**src/rtl/qspi_pkg.sv**
```systemverilog
// Shared QSPI definitions: pop-size encodings, the byte-count helper, and
// FIFO sizing constants used by both the transmit FIFO and the CSR block.
package qspi_pkg;

   typedef enum logic [1:0] {
      SZ_1B  = 2'd0,
      SZ_2B  = 2'd1,
      SZ_4B  = 2'd2,
      SZ_RSV = 2'd3
   } tx_size_e;

   localparam int unsigned TX_FIFO_DEPTH = 16;
   localparam int unsigned TX_LVL_W      = $clog2(TX_FIFO_DEPTH) + 1;
   localparam int unsigned TX_BLVL_W     = $clog2(TX_FIFO_DEPTH) + 3;

   // Bytes moved by one pop; the reserved code behaves as a 4-byte pop.
   function automatic logic [2:0] size_bytes(input logic [1:0] sz);
      logic [2:0] n;
      case (tx_size_e'(sz))
         SZ_1B:   n = 3'd1;
         SZ_2B:   n = 3'd2;
         default: n = 3'd4;
      endcase
      return n;
   endfunction

endpackage

```
**src/rtl/tx_stream_fifo_if.sv**
```systemverilog
// Bus bundle between the CSR writer / QSPI FSM (master) and tx_stream_fifo
// (slave). Carries the write port, pop port, show-ahead data, status,
// watermark threshold and error-flag controls.
interface tx_stream_fifo_if #(
   parameter int unsigned DATA_WIDTH = 32,
   parameter int unsigned FIFO_DEPTH = 16,
   parameter int unsigned LVL_W      = $clog2(FIFO_DEPTH) + 1,
   parameter int unsigned BLVL_W     = $clog2(FIFO_DEPTH) + 3
);
   logic                  fifo_tx_we;
   logic [DATA_WIDTH-1:0] fifo_tx_data;
   logic                  flush;
   logic                  tx_ren;
   logic [1:0]            tx_size;
   logic [DATA_WIDTH-1:0] tx_data;
   logic                  tx_avail;
   logic                  tx_empty;
   logic                  tx_full;
   logic [LVL_W-1:0]      tx_level;
   logic [BLVL_W-1:0]     tx_byte_level;
   logic [BLVL_W-1:0]     ae_thresh;
   logic                  tx_almost_empty;
   logic                  err_clr;
   logic                  overflow;
   logic                  underrun;

   modport master (
      output fifo_tx_we, fifo_tx_data, flush, tx_ren, tx_size, ae_thresh, err_clr,
      input  tx_data, tx_avail, tx_empty, tx_full, tx_level, tx_byte_level,
             tx_almost_empty, overflow, underrun
   );

   modport slave (
      input  fifo_tx_we, fifo_tx_data, flush, tx_ren, tx_size, ae_thresh, err_clr,
      output tx_data, tx_avail, tx_empty, tx_full, tx_level, tx_byte_level,
             tx_almost_empty, overflow, underrun
   );
endinterface

```
**src/rtl/tx_byte_unpack.sv**
```systemverilog
// Show-ahead window select for the transmit FIFO.
// Ports:
//   head_word  - word at the read pointer
//   next_word  - word after the read pointer (may be stale; masked by level)
//   rd_off     - bytes already consumed from head_word
//   nbytes     - bytes requested by the current pop size (1, 2 or 4)
//   byte_level - unread bytes held in the FIFO
//   data       - right-justified window, bytes past size or level forced to 0
module tx_byte_unpack #(
   parameter int unsigned BLVL_W = 7
) (
   input  logic [31:0]       head_word,
   input  logic [31:0]       next_word,
   input  logic [1:0]        rd_off,
   input  logic [2:0]        nbytes,
   input  logic [BLVL_W-1:0] byte_level,
   output logic [31:0]       data
);

   logic [63:0] pair;
   logic [31:0] win;

   always_comb begin
      pair = {next_word, head_word};
      win  = 32'(pair >> {rd_off, 3'b000});
      data = '0;
      for (int unsigned i = 0; i < 4; i++) begin
         if ((i < 32'(nbytes)) && (i < 32'(byte_level)))
            data[8*i +: 8] = win[8*i +: 8];
      end
   end

endmodule

```
**src/rtl/tx_stream_fifo.sv**
```systemverilog
// QSPI transmit FIFO: 32-bit words written by the CSR block, popped 1/2/4
// bytes at a time by the QSPI FSM with zero-latency show-ahead data.
// Provides flush, an almost-empty watermark and sticky overflow/underrun.
// Ports:
//   clk, rst_n - clock, asynchronous active-low reset
//   bus        - tx_stream_fifo_if slave: write port, pop port, status,
//                threshold and error controls
module tx_stream_fifo
   import qspi_pkg::*;
#(
   parameter int unsigned DATA_WIDTH = 32,
   parameter int unsigned FIFO_DEPTH = TX_FIFO_DEPTH,
   parameter int unsigned LVL_W      = $clog2(FIFO_DEPTH) + 1,
   parameter int unsigned BLVL_W     = $clog2(FIFO_DEPTH) + 3
) (
   input logic             clk,
   input logic             rst_n,
   tx_stream_fifo_if.slave bus
);

   localparam int unsigned AW = $clog2(FIFO_DEPTH);

   if (DATA_WIDTH != 32) begin : g_bad_width
      $error("tx_stream_fifo: DATA_WIDTH must be 32");
   end
   if ((FIFO_DEPTH < 2) || ((FIFO_DEPTH & (FIFO_DEPTH - 1)) != 0)) begin : g_bad_depth
      $error("tx_stream_fifo: FIFO_DEPTH must be a power of 2, at least 2");
   end

   logic [31:0]       mem [FIFO_DEPTH];
   logic [AW-1:0]     wr_ptr;
   logic [AW-1:0]     rd_ptr;
   logic [AW-1:0]     rd_ptr_nx;
   logic [LVL_W-1:0]  count;
   logic [1:0]        rd_off;
   logic              ovf_r;
   logic              unr_r;

   logic [BLVL_W-1:0] byte_level;
   logic [2:0]        sz_b;
   logic [2:0]        new_off;
   logic              full;
   logic              avail;
   logic              pop_ok;
   logic              retire;
   logic              wr_ok;
   logic              ovf_set;
   logic              unr_set;

   always_comb begin
      rd_ptr_nx  = rd_ptr + 1'b1;
      byte_level = BLVL_W'({count, 2'b00}) - BLVL_W'(rd_off);
      sz_b       = size_bytes(bus.tx_size);
      full       = (count == LVL_W'(FIFO_DEPTH));
      avail      = (byte_level >= BLVL_W'(sz_b));
      new_off    = {1'b0, rd_off} + sz_b;
      pop_ok     = bus.tx_ren & avail & ~bus.flush;
      // Offset wraps past 4 exactly when the head word is fully consumed.
      retire     = pop_ok & new_off[2];
      wr_ok      = bus.fifo_tx_we & ~full & ~bus.flush;
      ovf_set    = bus.fifo_tx_we & full & ~bus.flush;
      unr_set    = bus.tx_ren & ~avail & ~bus.flush;
   end

   always_ff @(posedge clk) begin
      if (wr_ok)
         mem[wr_ptr] <= bus.fifo_tx_data[31:0];
   end

   always_ff @(posedge clk or negedge rst_n) begin
      if (!rst_n) begin
         wr_ptr <= '0;
         rd_ptr <= '0;
         count  <= '0;
         rd_off <= '0;
      end else if (bus.flush) begin
         wr_ptr <= '0;
         rd_ptr <= '0;
         count  <= '0;
         rd_off <= '0;
      end else begin
         if (wr_ok)
            wr_ptr <= wr_ptr + 1'b1;
         if (pop_ok)
            rd_off <= new_off[1:0];
         if (retire)
            rd_ptr <= rd_ptr_nx;
         case ({wr_ok, retire})
            2'b10:   count <= count + 1'b1;
            2'b01:   count <= count - 1'b1;
            default: count <= count;
         endcase
      end
   end

   // A new error event outranks err_clr in the same cycle.
   always_ff @(posedge clk or negedge rst_n) begin
      if (!rst_n) begin
         ovf_r <= 1'b0;
         unr_r <= 1'b0;
      end else begin
         if (ovf_set)
            ovf_r <= 1'b1;
         else if (bus.err_clr)
            ovf_r <= 1'b0;
         if (unr_set)
            unr_r <= 1'b1;
         else if (bus.err_clr)
            unr_r <= 1'b0;
      end
   end

   logic [31:0] window;

   tx_byte_unpack #(.BLVL_W(BLVL_W)) u_unpack (
      .head_word  (mem[rd_ptr]),
      .next_word  (mem[rd_ptr_nx]),
      .rd_off     (rd_off),
      .nbytes     (sz_b),
      .byte_level (byte_level),
      .data       (window)
   );

   always_comb begin
      bus.tx_data         = DATA_WIDTH'(window);
      bus.tx_avail        = avail;
      bus.tx_empty        = (byte_level == '0);
      bus.tx_full         = full;
      bus.tx_level        = count;
      bus.tx_byte_level   = byte_level;
      bus.tx_almost_empty = (byte_level <= bus.ae_thresh);
      bus.overflow        = ovf_r;
      bus.underrun        = unr_r;
   end

endmodule

```
**src/flat_wrapper.sv**
```systemverilog
// flat-port wrapper written by rule: the top's interface ports become plain ports
module tx_stream_fifo_flat import qspi_pkg::*;
#(
   parameter int unsigned DATA_WIDTH = 32,
   parameter int unsigned FIFO_DEPTH = TX_FIFO_DEPTH,
   parameter int unsigned LVL_W      = $clog2(FIFO_DEPTH) + 1,
   parameter int unsigned BLVL_W     = $clog2(FIFO_DEPTH) + 3
)
  (clk, rst_n, bus_fifo_tx_we, bus_fifo_tx_data, bus_flush, bus_tx_ren, bus_tx_size, bus_ae_thresh, bus_err_clr, bus_tx_data, bus_tx_avail, bus_tx_empty, bus_tx_full, bus_tx_level, bus_tx_byte_level, bus_tx_almost_empty, bus_overflow, bus_underrun);
  tx_stream_fifo_if #(.DATA_WIDTH(DATA_WIDTH), .FIFO_DEPTH(FIFO_DEPTH), .LVL_W(LVL_W), .BLVL_W(BLVL_W)) bus_i ();
  input logic clk;
  input logic rst_n;
  input wire logic [$bits(bus_i.fifo_tx_we)-1:0] bus_fifo_tx_we;
  input wire logic [$bits(bus_i.fifo_tx_data)-1:0] bus_fifo_tx_data;
  input wire logic [$bits(bus_i.flush)-1:0] bus_flush;
  input wire logic [$bits(bus_i.tx_ren)-1:0] bus_tx_ren;
  input wire logic [$bits(bus_i.tx_size)-1:0] bus_tx_size;
  input wire logic [$bits(bus_i.ae_thresh)-1:0] bus_ae_thresh;
  input wire logic [$bits(bus_i.err_clr)-1:0] bus_err_clr;
  output wire logic [$bits(bus_i.tx_data)-1:0] bus_tx_data;
  output wire logic [$bits(bus_i.tx_avail)-1:0] bus_tx_avail;
  output wire logic [$bits(bus_i.tx_empty)-1:0] bus_tx_empty;
  output wire logic [$bits(bus_i.tx_full)-1:0] bus_tx_full;
  output wire logic [$bits(bus_i.tx_level)-1:0] bus_tx_level;
  output wire logic [$bits(bus_i.tx_byte_level)-1:0] bus_tx_byte_level;
  output wire logic [$bits(bus_i.tx_almost_empty)-1:0] bus_tx_almost_empty;
  output wire logic [$bits(bus_i.overflow)-1:0] bus_overflow;
  output wire logic [$bits(bus_i.underrun)-1:0] bus_underrun;
  assign bus_i.fifo_tx_we = bus_fifo_tx_we;
  assign bus_i.fifo_tx_data = bus_fifo_tx_data;
  assign bus_i.flush = bus_flush;
  assign bus_i.tx_ren = bus_tx_ren;
  assign bus_i.tx_size = bus_tx_size;
  assign bus_i.ae_thresh = bus_ae_thresh;
  assign bus_i.err_clr = bus_err_clr;
  assign bus_tx_data = bus_i.tx_data;
  assign bus_tx_avail = bus_i.tx_avail;
  assign bus_tx_empty = bus_i.tx_empty;
  assign bus_tx_full = bus_i.tx_full;
  assign bus_tx_level = bus_i.tx_level;
  assign bus_tx_byte_level = bus_i.tx_byte_level;
  assign bus_tx_almost_empty = bus_i.tx_almost_empty;
  assign bus_overflow = bus_i.overflow;
  assign bus_underrun = bus_i.underrun;
  tx_stream_fifo #(.DATA_WIDTH(DATA_WIDTH), .FIFO_DEPTH(FIFO_DEPTH), .LVL_W(LVL_W), .BLVL_W(BLVL_W)) u_core (.clk(clk), .rst_n(rst_n), .bus(bus_i));
endmodule
```
**config.mk**
```make
export PLATFORM = sky130hd
export DESIGN_NAME = tx_stream_fifo_flat
export DESIGN_NICKNAME = d
export VERILOG_FILES = /design/src/rtl/qspi_pkg.sv /design/src/rtl/tx_stream_fifo_if.sv /design/src/rtl/tx_byte_unpack.sv /design/src/rtl/tx_stream_fifo.sv /design/src/flat_wrapper.sv
export SDC_FILE = /design/constraint.sdc
export NUM_CORES = 1
export LEC_CHECK = 0
export CAP_MARGIN = 5
export CORE_MARGIN = 3
export CORE_UTILIZATION = 32
export DETAILED_ROUTE_END_ITERATION = 10
export DONT_BUFFER_PORTS = 1
export GPL_TIMING_DRIVEN = 0
export HOLD_SLACK_MARGIN = 0.06
export SYNTH_ARGS = -nofsm -noshare
export SYNTH_HDL_FRONTEND = slang
export SYNTH_SLANG_ARGS = --single-unit
```
**constraint.sdc**
```tcl
create_clock -name clk -period 3.8 [get_ports clk]
set_input_delay 0.19 -clock clk [delete_from_list [all_inputs] [get_ports clk]]
set_output_delay 0.19 -clock clk [all_outputs]
set_load 0.01 [all_outputs]
```
==> metrics.sh, run 1 <==
DIEAREA_UM2=81200
PRE_CTS_SLACK_NS=-1.28
RRSETUPSLACK_NS=-0.07
DRT_WL_TOTAL_UM=81500
LARGEST_NET_DEGREE_AT_THE_START_OF_GLOBAL_ROUTING=20
MAX_CAP_VIOLS=0
POST-ROUTE-MIN-PERIOD_NS=3.87
FINALMAXSLEWVIOLATIONS=0
RSZ0062_AT_GRT='yes'
SYNTH_AREA_LEADER_CELL='sky130_fd_sc_hd__edfxtp_1'
GRTUSAGETOTAL=0.197
VIAS_PER_CELL=5.84
CTS-ROOT-TO-SINK-BUFFERS=3
SYNTH.AVG_CELL_AREA_UM2=17.7
FLOORPLAN.CORE_AREA_UM2=76600
CRIT_FANOUT=8
INITIAL_CORE_UTIL=0.325
CLKSLEWWORSTSETUPHOLDPATHS_NS=0.06
MULTI_INPUT_AREA_UM2=9130
SYNTHESIS.AREA_UM2=24900
CTS_TREE='built'
LAYOUT_WORST_PATH_CYCLE_SHARE=1.02
HOLDCRITPATHCLASS='in -> reg'
FINAL.SETUP_SKEW_NS=0.0156
CTS_SINKS=529
TIMING.CRITICAL_PATH.FROM_TYPE='flip-flop'
END_KIND='flip-flop'
MIN_FROM='bus_flush'
DETAILROUTE.VIA_COUNT=15400
TIMING.CRITICAL_PATH.MAX_DELAY_FAMILY='simple AND/OR/NAND/NOR gates'
ROWS=101
MOST-COMMON-LAYOUT-CELLS='sky130_fd_sc_hd__edfxtp_1, sky130_fd_sc_hd__mux4_2, sky130_fd_sc_hd__mux2i_1'
FIRST_PASS_ITERS=5
HTREE_NUM_LEVELS=2
CRITICAL_PATH.MAX_STAGE_DELAY_NS=0.43
FINALHOLDVIOLATIONS=0
DIEWIDTH_UM=285
SYNTH_SEQUENTIAL_AREA_RATIO=0.634
SYNTH_TOP_AREA_FRAC=0.617
VDD_IR_DROP_MAX_mV=0.333
DRC=0
POWERDENSITY_nW_PER_UM2=688
SETUP_WS_NS=-0.0660
CRITPATHARRIVALTIME_NS=4.37
GPL.FINAL_WEIGHTED_CONGESTION=0.927
FINAL_CELL_AREA_UM2=30000
GRT_OVERFLOW_TOTAL=0
SEQUENTIAL_CELL_AREA_UM2=15800
WORST_SLEW_MARGIN_REL=0.323
FILL_CELLS=6966
SYNTH_WARN=0
SYN_TO_FINAL_GROWTH_PCT=20.6
SYNTH-MAIN-FF-CELL='sky130_fd_sc_hd__edfxtp_1'
TIMING.CRITICAL_PATH.BUF_INV=5
FLOORPLAN.DIE.HEIGHT_UM=285
IO_PINS=97
SETUP-VIOLATIONS-FINAL=5
MOST_AREA_CONSUMING_CELLS_AFTER_SYNTHESIS='sky130_fd_sc_hd__edfxtp_1, sky130_fd_sc_hd__mux4_2, sky130_fd_sc_hd__mux2i_1, sky130_fd_sc_hd__dfrtp_1, sky130_fd_sc_hd__a21oi_1'
PLACED_AREA_UM2=27000
WORST_SKEW_PAIR.LATE_LATENCY_NS=0.62
DESIGN.FINAL.NETS=1616
P_LEAK_nW=9.25
SHARE_OF_POST_ROUTE_CELLS_WITH_DRIVE_STRENGTH_ABOVE_1=0.332
SYNTH.NET_COUNT=1475
FINISH.UTILIZATION=0.392
CRITICAL_PATH.STARTPOINT='u_core.rd_off[0]$_DFFE_PN0P_'
ROUTED_WIRE_LENGTH_PER_INSTANCE_UM=31.0
IO_BUFFER_COUNT=0
GRT_PASS1_WL_UM=116000
FAILING_CHECKS='setup timing'
SYNTH_CELL_TYPE_COUNT=69
YS_SEQ_ELEMENTS=529
FINAL_COMMON_CELL='sky130_fd_sc_hd__edfxtp_1'
REQUIRED_TIME_OF_THE_CRITICAL_PATH_NS=4.31
NUMBER_OF_GLOBAL_ROUTE_VIAS_BEFORE_REPAIR=15600
WORST_R2R_STARTPOINT='u_core.rd_off[0]$_DFFE_PN0P_'
CRIT_PATH_CELL_TRACE='buf_6 -> clkinv_4 -> clkbuf_16 -> ha_4 -> xnor2_4 -> ha_4 -> nand2_1 -> o21ai_2 -> inv_2 -> a31oi_4 -> buf_8 -> nand2_4 -> xnor2_1 -> ha_2 -> or3_1 -> a21oi_2 -> nand2_1 -> nor2_1 -> o31ai_2 -> mux2_4'
SYNTH-EDFF-COUNT=512
CRITICALPATHCATEGORY='reg -> reg'
GRT_ANTENNA_BEFORE_REPAIR=8
CTS_BUF_COUNT=57
DRT-INITIAL-DRC-COUNT=2148
MAX_SLEW.WORST_PIN.SLEW_NS=1.02
SYNTHARSTFLOPSHARE=0.0321
CTS_ROOT_BUF='sky130_fd_sc_hd__clkbuf_16'
FINAL_ANTENNA_NET_COUNT=0
OUTCOME='finished with violations'
SLOWEST_STAGE='sky130_fd_sc_hd__xnor2_4'
SYNTH_CELLS=1408
HPWLAFTERDP_UM=55400
TIMING.FMAX_MHz=259
sequential cells by signal, indices dropped and copies added (netlist names):
name / flops
u_core.wr_ptr: 4
u_core.mem: 512
u_core.rd_off: 2
u_core.bus.tx_level: 5
u_core.rd_ptr: 4
u_core.bus.overflow: 1
u_core.bus.underrun: 1
cells by family (layout without fill, tap and decap cells):
| kind of cell | after synthesis | after routing | share of synthesized area |
|---|---|---|---|
| compound gates | 240 | 240 | 0.0665 |
| mux | 307 | 307 | 0.223 |
| buf+inv | 118 | 307 | 0.0250 |
| fa+ha+maj | 21 | 21 | 0.0108 |
| simple gates | 176 | 176 | 0.0338 |
| other cells | 0 | 3 | 0 |
| xor+xnor | 17 | 17 | 0.00703 |
| flops | 529 | 529 | 0.634 |
power breakdown:
part / internal (mW) / switching, mW / total (mW)
registers: 6.50 / 0.0905 / 6.59
clock network: 3.01 / 2.31 / 5.32
logic: 3.48 / 5.28 / 8.76
path summary, 6_finish.rpt:
check,endpoint,cells after the start
max,u_core.bus.tx_level[4]$_DFFE_PN0P_,20
min,u_core.bus.tx_level[2]$_DFFE_PN0P_,3
max reg2reg,u_core.bus.tx_level[4]$_DFFE_PN0P_,20
min reg2reg,u_core.bus.overflow$_DFFE_PN0P_,1
max in group asynchronous,u_core.rd_ptr[3]$_DFFE_PN0P_,1
min in group asynchronous,u_core.bus.tx_level[1]$_DFFE_PN0P_,1
cell usage after synthesis, types with 2 or more instances:
cell	instances
sky130_fd_sc_hd__a211o_1	2
sky130_fd_sc_hd__a211oi_1	31
sky130_fd_sc_hd__a21o_1	3
sky130_fd_sc_hd__a21oi_1	68
sky130_fd_sc_hd__a22o_1	2
sky130_fd_sc_hd__a22oi_1	17
sky130_fd_sc_hd__and2_1	11
sky130_fd_sc_hd__and3_1	4
sky130_fd_sc_hd__buf_1	7
sky130_fd_sc_hd__buf_2	29
sky130_fd_sc_hd__buf_4	22
sky130_fd_sc_hd__buf_6	8
sky130_fd_sc_hd__clkbuf_1	35
sky130_fd_sc_hd__clkinv_1	2
sky130_fd_sc_hd__dfrtp_1	17
sky130_fd_sc_hd__edfxtp_1	512
sky130_fd_sc_hd__ha_1	19
sky130_fd_sc_hd__inv_1	14
sky130_fd_sc_hd__mux2_2	5
sky130_fd_sc_hd__mux2i_1	104
sky130_fd_sc_hd__mux4_2	197
sky130_fd_sc_hd__nand2_1	56
sky130_fd_sc_hd__nand2b_1	19
sky130_fd_sc_hd__nand3_1	4
sky130_fd_sc_hd__nand4_1	2
sky130_fd_sc_hd__nor2_1	50
sky130_fd_sc_hd__nor2b_1	7
sky130_fd_sc_hd__nor3_1	7
sky130_fd_sc_hd__nor4_1	2
sky130_fd_sc_hd__o21a_1	2
sky130_fd_sc_hd__o21ai_0	9
sky130_fd_sc_hd__o21ai_1	2
sky130_fd_sc_hd__o221ai_1	35
sky130_fd_sc_hd__o22ai_1	50
sky130_fd_sc_hd__o31ai_1	3
sky130_fd_sc_hd__o32ai_2	2
sky130_fd_sc_hd__or3_1	4
sky130_fd_sc_hd__xnor2_1	9
sky130_fd_sc_hd__xor2_1	6
what timing repair did:
| action | CTS | global route |
|---|---|---|
| pin swaps | 12 | 15 |
| hold buffers | 39 | 0 |
| buffers inserted | 12 | 7 |
| resized for setup | 170 | 33 |
| cloned | 0 | 0 |
| endpoints found under the hold margin | 540 | 0 |
| endpoints found under the setup margin | 41 | 35 |
metrics by stage:
| step | instances | hold WS, ns | TNS, ns | power, mW |
|---|---|---|---|---|
| floorplan | 1408 | -0.106 | -0.240 | 11.7 |
| global route | 2627 | 0.138 | -1.76 | 21.3 |
| detailed placement | 2465 | -0.105 | -12.05 | 14.3 |
| global placement | 2438 | -0.105 | -865.78 | 14.2 |
| CTS | 2620 | 0.0691 | -0.0673 | 20.4 |
| finish | 2630 | 0.106 | -0.163 | 20.7 |
worst reg2reg max path, delay by kind of cell, from the launching register on:
| kind | cells | cell delay (ns) |
|---|---|---|
| flip-flops | 1 | 0.36 |
| XOR/XNOR | 2 | 0.57 |
| adder cells (fa/ha/maj) | 3 | 0.59 |
| AO/OA/AOI/OAI | 4 | 0.66 |
| AND/OR/NAND/NOR | 5 | 0.68 |
| multiplexers | 1 | 0.31 |
| buffers and inverters | 5 | 0.58 |
per-layer routing:
metal	wire length, um	GRT usage	part of all wire	vias to the layer above
li1	-	-	-	6203
met1	32300	0.264	0.40	8088
met2	38400	0.317	0.47	857
met3	7430	0.0437	0.091	210
met4	3270	0.0716	0.040	8
met5	42	0	0.00052	-
final cells by class:
class | count | share of cell area
clock inverter | 30 | 0.00717
buffer | 98 | 0.0262
sequential | 529 | 0.526
antenna | 3 | 0.000250
inverter | 17 | 0.00246
timing repair buffer | 85 | 0.0388
clock buffer | 77 | 0.0520
multi-input combinational | 761 | 0.304
tap | 1030 | 0.0429
(Power assumes the default switching activity.)
==> run 2: changes to the inputs <==
--- a/config.mk
+++ b/config.mk
@@ -15,3 +15,4 @@
 export SYNTH_ARGS = -nofsm -noshare
 export SYNTH_HDL_FRONTEND = slang
 export SYNTH_SLANG_ARGS = --single-unit
+export TNS_END_PERCENT = 30
==> constraint.sdc (replaced) <==
create_clock -name clk -period 3.7 [get_ports clk]
set_input_delay 0.185 -clock clk [delete_from_list [all_inputs] [get_ports clk]]
set_output_delay 0.185 -clock clk [all_outputs]
set_load 0.01 [all_outputs]
==> run 2 against run 1 <==
  * The run now ends clean
  * Register-to-register slack better by 0.096 ns
  * Sequential cell count unchanged
  * Critical path depth down 11
  * Sequential power up 3%
  * Clock-buffer cell count down 12
  * Critical path type is now reg -> out
  * Total power up 4.3%
  * Clock skew up 0.011 ns
  * Final cell count unchanged
  * Non-clock buffer count up 2
  * Die area unchanged
  * Largest cell class unchanged
  * Via count up 0.83%
==> metrics.sh, run 2 (synthesis gave the netlist of run 1 again) <==
CTS_ROOT_BUF='sky130_fd_sc_hd__clkbuf_16'
LAYOUT_WORST_PATH_CYCLE_SHARE=0.999
DRC=0
REQUIRED_TIME_OF_THE_CRITICAL_PATH_NS=3.51
MAX_CAP_VIOLS=0
LARGEST_REGISTER_FF_COUNT=512
FF2FF_PATH_DEPTH=17
SYN_TO_FINAL_GROWTH_PCT=20.9
DETAILROUTE.VIA_COUNT=15500
CTS_BUF_COUNT=57
CRITICAL_PATH.STARTPOINT='u_core.rd_off[0]$_DFFE_PN0P_'
FLOORPLAN.DIE.HEIGHT_UM=285
RRSETUPSLACK_NS=0.03
POST_LAYOUT_INSTANCE_COUNT_EXCLUDING_FILLER_CELLS=2630
LARGEST_REGISTER='u_core.mem'
GRT_ANTENNA_BEFORE_REPAIR=6
LARGEST_NET_DEGREE_AT_THE_START_OF_GLOBAL_ROUTING=22
FINAL_ANTENNA_NET_COUNT=0
FINAL.SETUP_SKEW_NS=0.0269
DRT-INITIAL-DRC-COUNT=1986
TOTAL_POWER_mW=21.6
R2R-END='u_core.bus.tx_level[4]$_DFFE_PN0P_'
GRTUSAGETOTAL=0.200
OUTCOME='complete, no violations'
CTS_TREE='built'
IO_BUFFER_COUNT=0
POWERDENSITY_nW_PER_UM2=716
SHARE_OF_POST_ROUTE_CELLS_WITH_DRIVE_STRENGTH_ABOVE_1=0.342
MAX_SLEW.WORST_PIN.SLEW_NS=1.02
USE_MET3=0.0486
END_KIND='primary output'
P_LEAK_nW=9.29
WORST_R2R_STARTPOINT='u_core.rd_off[1]$_DFFE_PN0P_'
GRT_MOST_USED_LAYER='met2'
TIMING.CRITICAL_PATH.FROM_TYPE='flip-flop'
FINAL_COMMON_CELL='sky130_fd_sc_hd__edfxtp_1'
FINALHOLDVIOLATIONS=0
VIAS_PER_CELL=5.89
CLKSLEWWORSTSETUPHOLDPATHS_NS=0.06
CRIT_FANOUT=8
WORST_SKEW_PAIR.LATE_LATENCY_NS=0.63
DIEWIDTH_UM=285
DESIGN.FINAL.NETS=1618
CTS_SINKS=529
FILL_CELLS=6887
SEQUENTIAL_CELL_AREA_UM2=15800
IO_PINS=97
CRITPATHARRIVALTIME_NS=3.51
INITIAL_CORE_UTIL=0.325
MOST-COMMON-LAYOUT-CELLS='sky130_fd_sc_hd__edfxtp_1, sky130_fd_sc_hd__mux4_2, sky130_fd_sc_hd__mux2i_1'
ROWS=101
FINALMAXSLEWVIOLATIONS=0
GRT_OVERFLOW_TOTAL=0
WORST_SLEW_MARGIN_REL=0.321
VDD_IR_DROP_MAX_mV=0.377
FIRST_PASS_ITERS=5
TIMING.FMAX_MHz=271
HPWLAFTERDP_UM=55600
DP_CELLS=2466
CRITICALPATHCATEGORY='reg -> out'
DRT_WL_TOTAL_UM=82600
CTS-ROOT-TO-SINK-BUFFERS=3
MET1_USAGE_GRT=0.266
GRT_USE_MET2=0.316
POST-ROUTE-MIN-PERIOD_NS=3.70
RSZ0062_AT_GRT='yes'
DIEAREA_UM2=81200
MULTI_INPUT_AREA_UM2=9180
GRT_PASS1_WL_UM=117000
FLOORPLAN.CORE_AREA_UM2=76600
SETUP-VIOLATIONS-FINAL=0
HOLDCRITPATHCLASS='in -> async'
ROUTED_WIRE_LENGTH_PER_INSTANCE_UM=31.4
HTREE_NUM_LEVELS=2
FIN_TNS_SETUP_NS=0
NUMBER_OF_GLOBAL_ROUTE_VIAS_BEFORE_REPAIR=15600
GPL.FINAL_WEIGHTED_CONGESTION=0.927
[run 2: worst max path at each step]
stage,slack (ns),to,cells past startpoint
after global routing,-0.10,bus_tx_data[30],9
after CTS,-0.07,u_core.bus.tx_level[4]$_DFFE_PN0P_,20
after floorplan,-0.34,u_core.bus.tx_level[4]$_DFFE_PN0P_,19
final,0.004,bus_tx_data[24],9
after detailed placement,-1.37,u_core.bus.tx_level[4]$_DFFE_PN0P_,19
after global placement,-4.39,u_core.mem[2][11]$_DFFE_PP_,7
[run 2: through the flow]
step	setup slack (ns)	cell area, um^2	hold slack [ns]	utilization
global route	-0.101	30100	0.162	0.393
finish	0.00364	30100	0.122	0.393
CTS	-0.0730	29900	0.0901	0.390
global placement	-4.39	26200	-0.110	0.342
floorplan	-0.340	24900	-0.111	-
detailed placement	-1.37	26900	-0.110	0.351
[run 2: where the power goes]
| part | internal [mW] | switching (mW) | total, mW |
|---|---|---|---|
| Clock | 3.12 | 2.42 | 5.53 |
| Combinational | 3.77 | 5.50 | 9.27 |
| Sequential | 6.68 | 0.0892 | 6.77 |
[run 2: worst max-delay path, stage by stage (launching register included)]
cell	delay [ns]
sky130_fd_sc_hd__dfrtp_1	0.40
sky130_fd_sc_hd__buf_6	0.14
sky130_fd_sc_hd__buf_4	0.17
sky130_fd_sc_hd__nor2_2	0.27
sky130_fd_sc_hd__a21oi_1	0.14
sky130_fd_sc_hd__o32ai_2	0.39
sky130_fd_sc_hd__nand2_2	0.29
sky130_fd_sc_hd__o21ai_1	0.68
sky130_fd_sc_hd__buf_4	0.31
sky130_fd_sc_hd__a211oi_2	0.11
[run 2: repair_timing]
action                     CTS  global route
setup endpoints to repair   41            35
setup buffers               13             8
gates resized for setup    200            57
pin swaps                   22            16
hold buffers                39             0
hold endpoints to repair   540             0
[run 2: per-layer routing]
layer  routed length, um  share of wire
met2               38600           0.47
met3                7750          0.094
met1               32700           0.40
met4                3440          0.042
met5                  38        0.00046
[run 2: final cells by class]
| type | count | share of cell area |
|---|---|---|
| plain buffers | 97 | 0.0291 |
| multi-input cells | 761 | 0.305 |
| well taps | 1030 | 0.0428 |
| diodes | 2 | 0.000166 |
| clock buffers | 65 | 0.0484 |
| inverters | 17 | 0.00253 |
| clock inverters | 41 | 0.0115 |
| repair buffers | 88 | 0.0359 |
| flip-flops and latches | 529 | 0.525 |
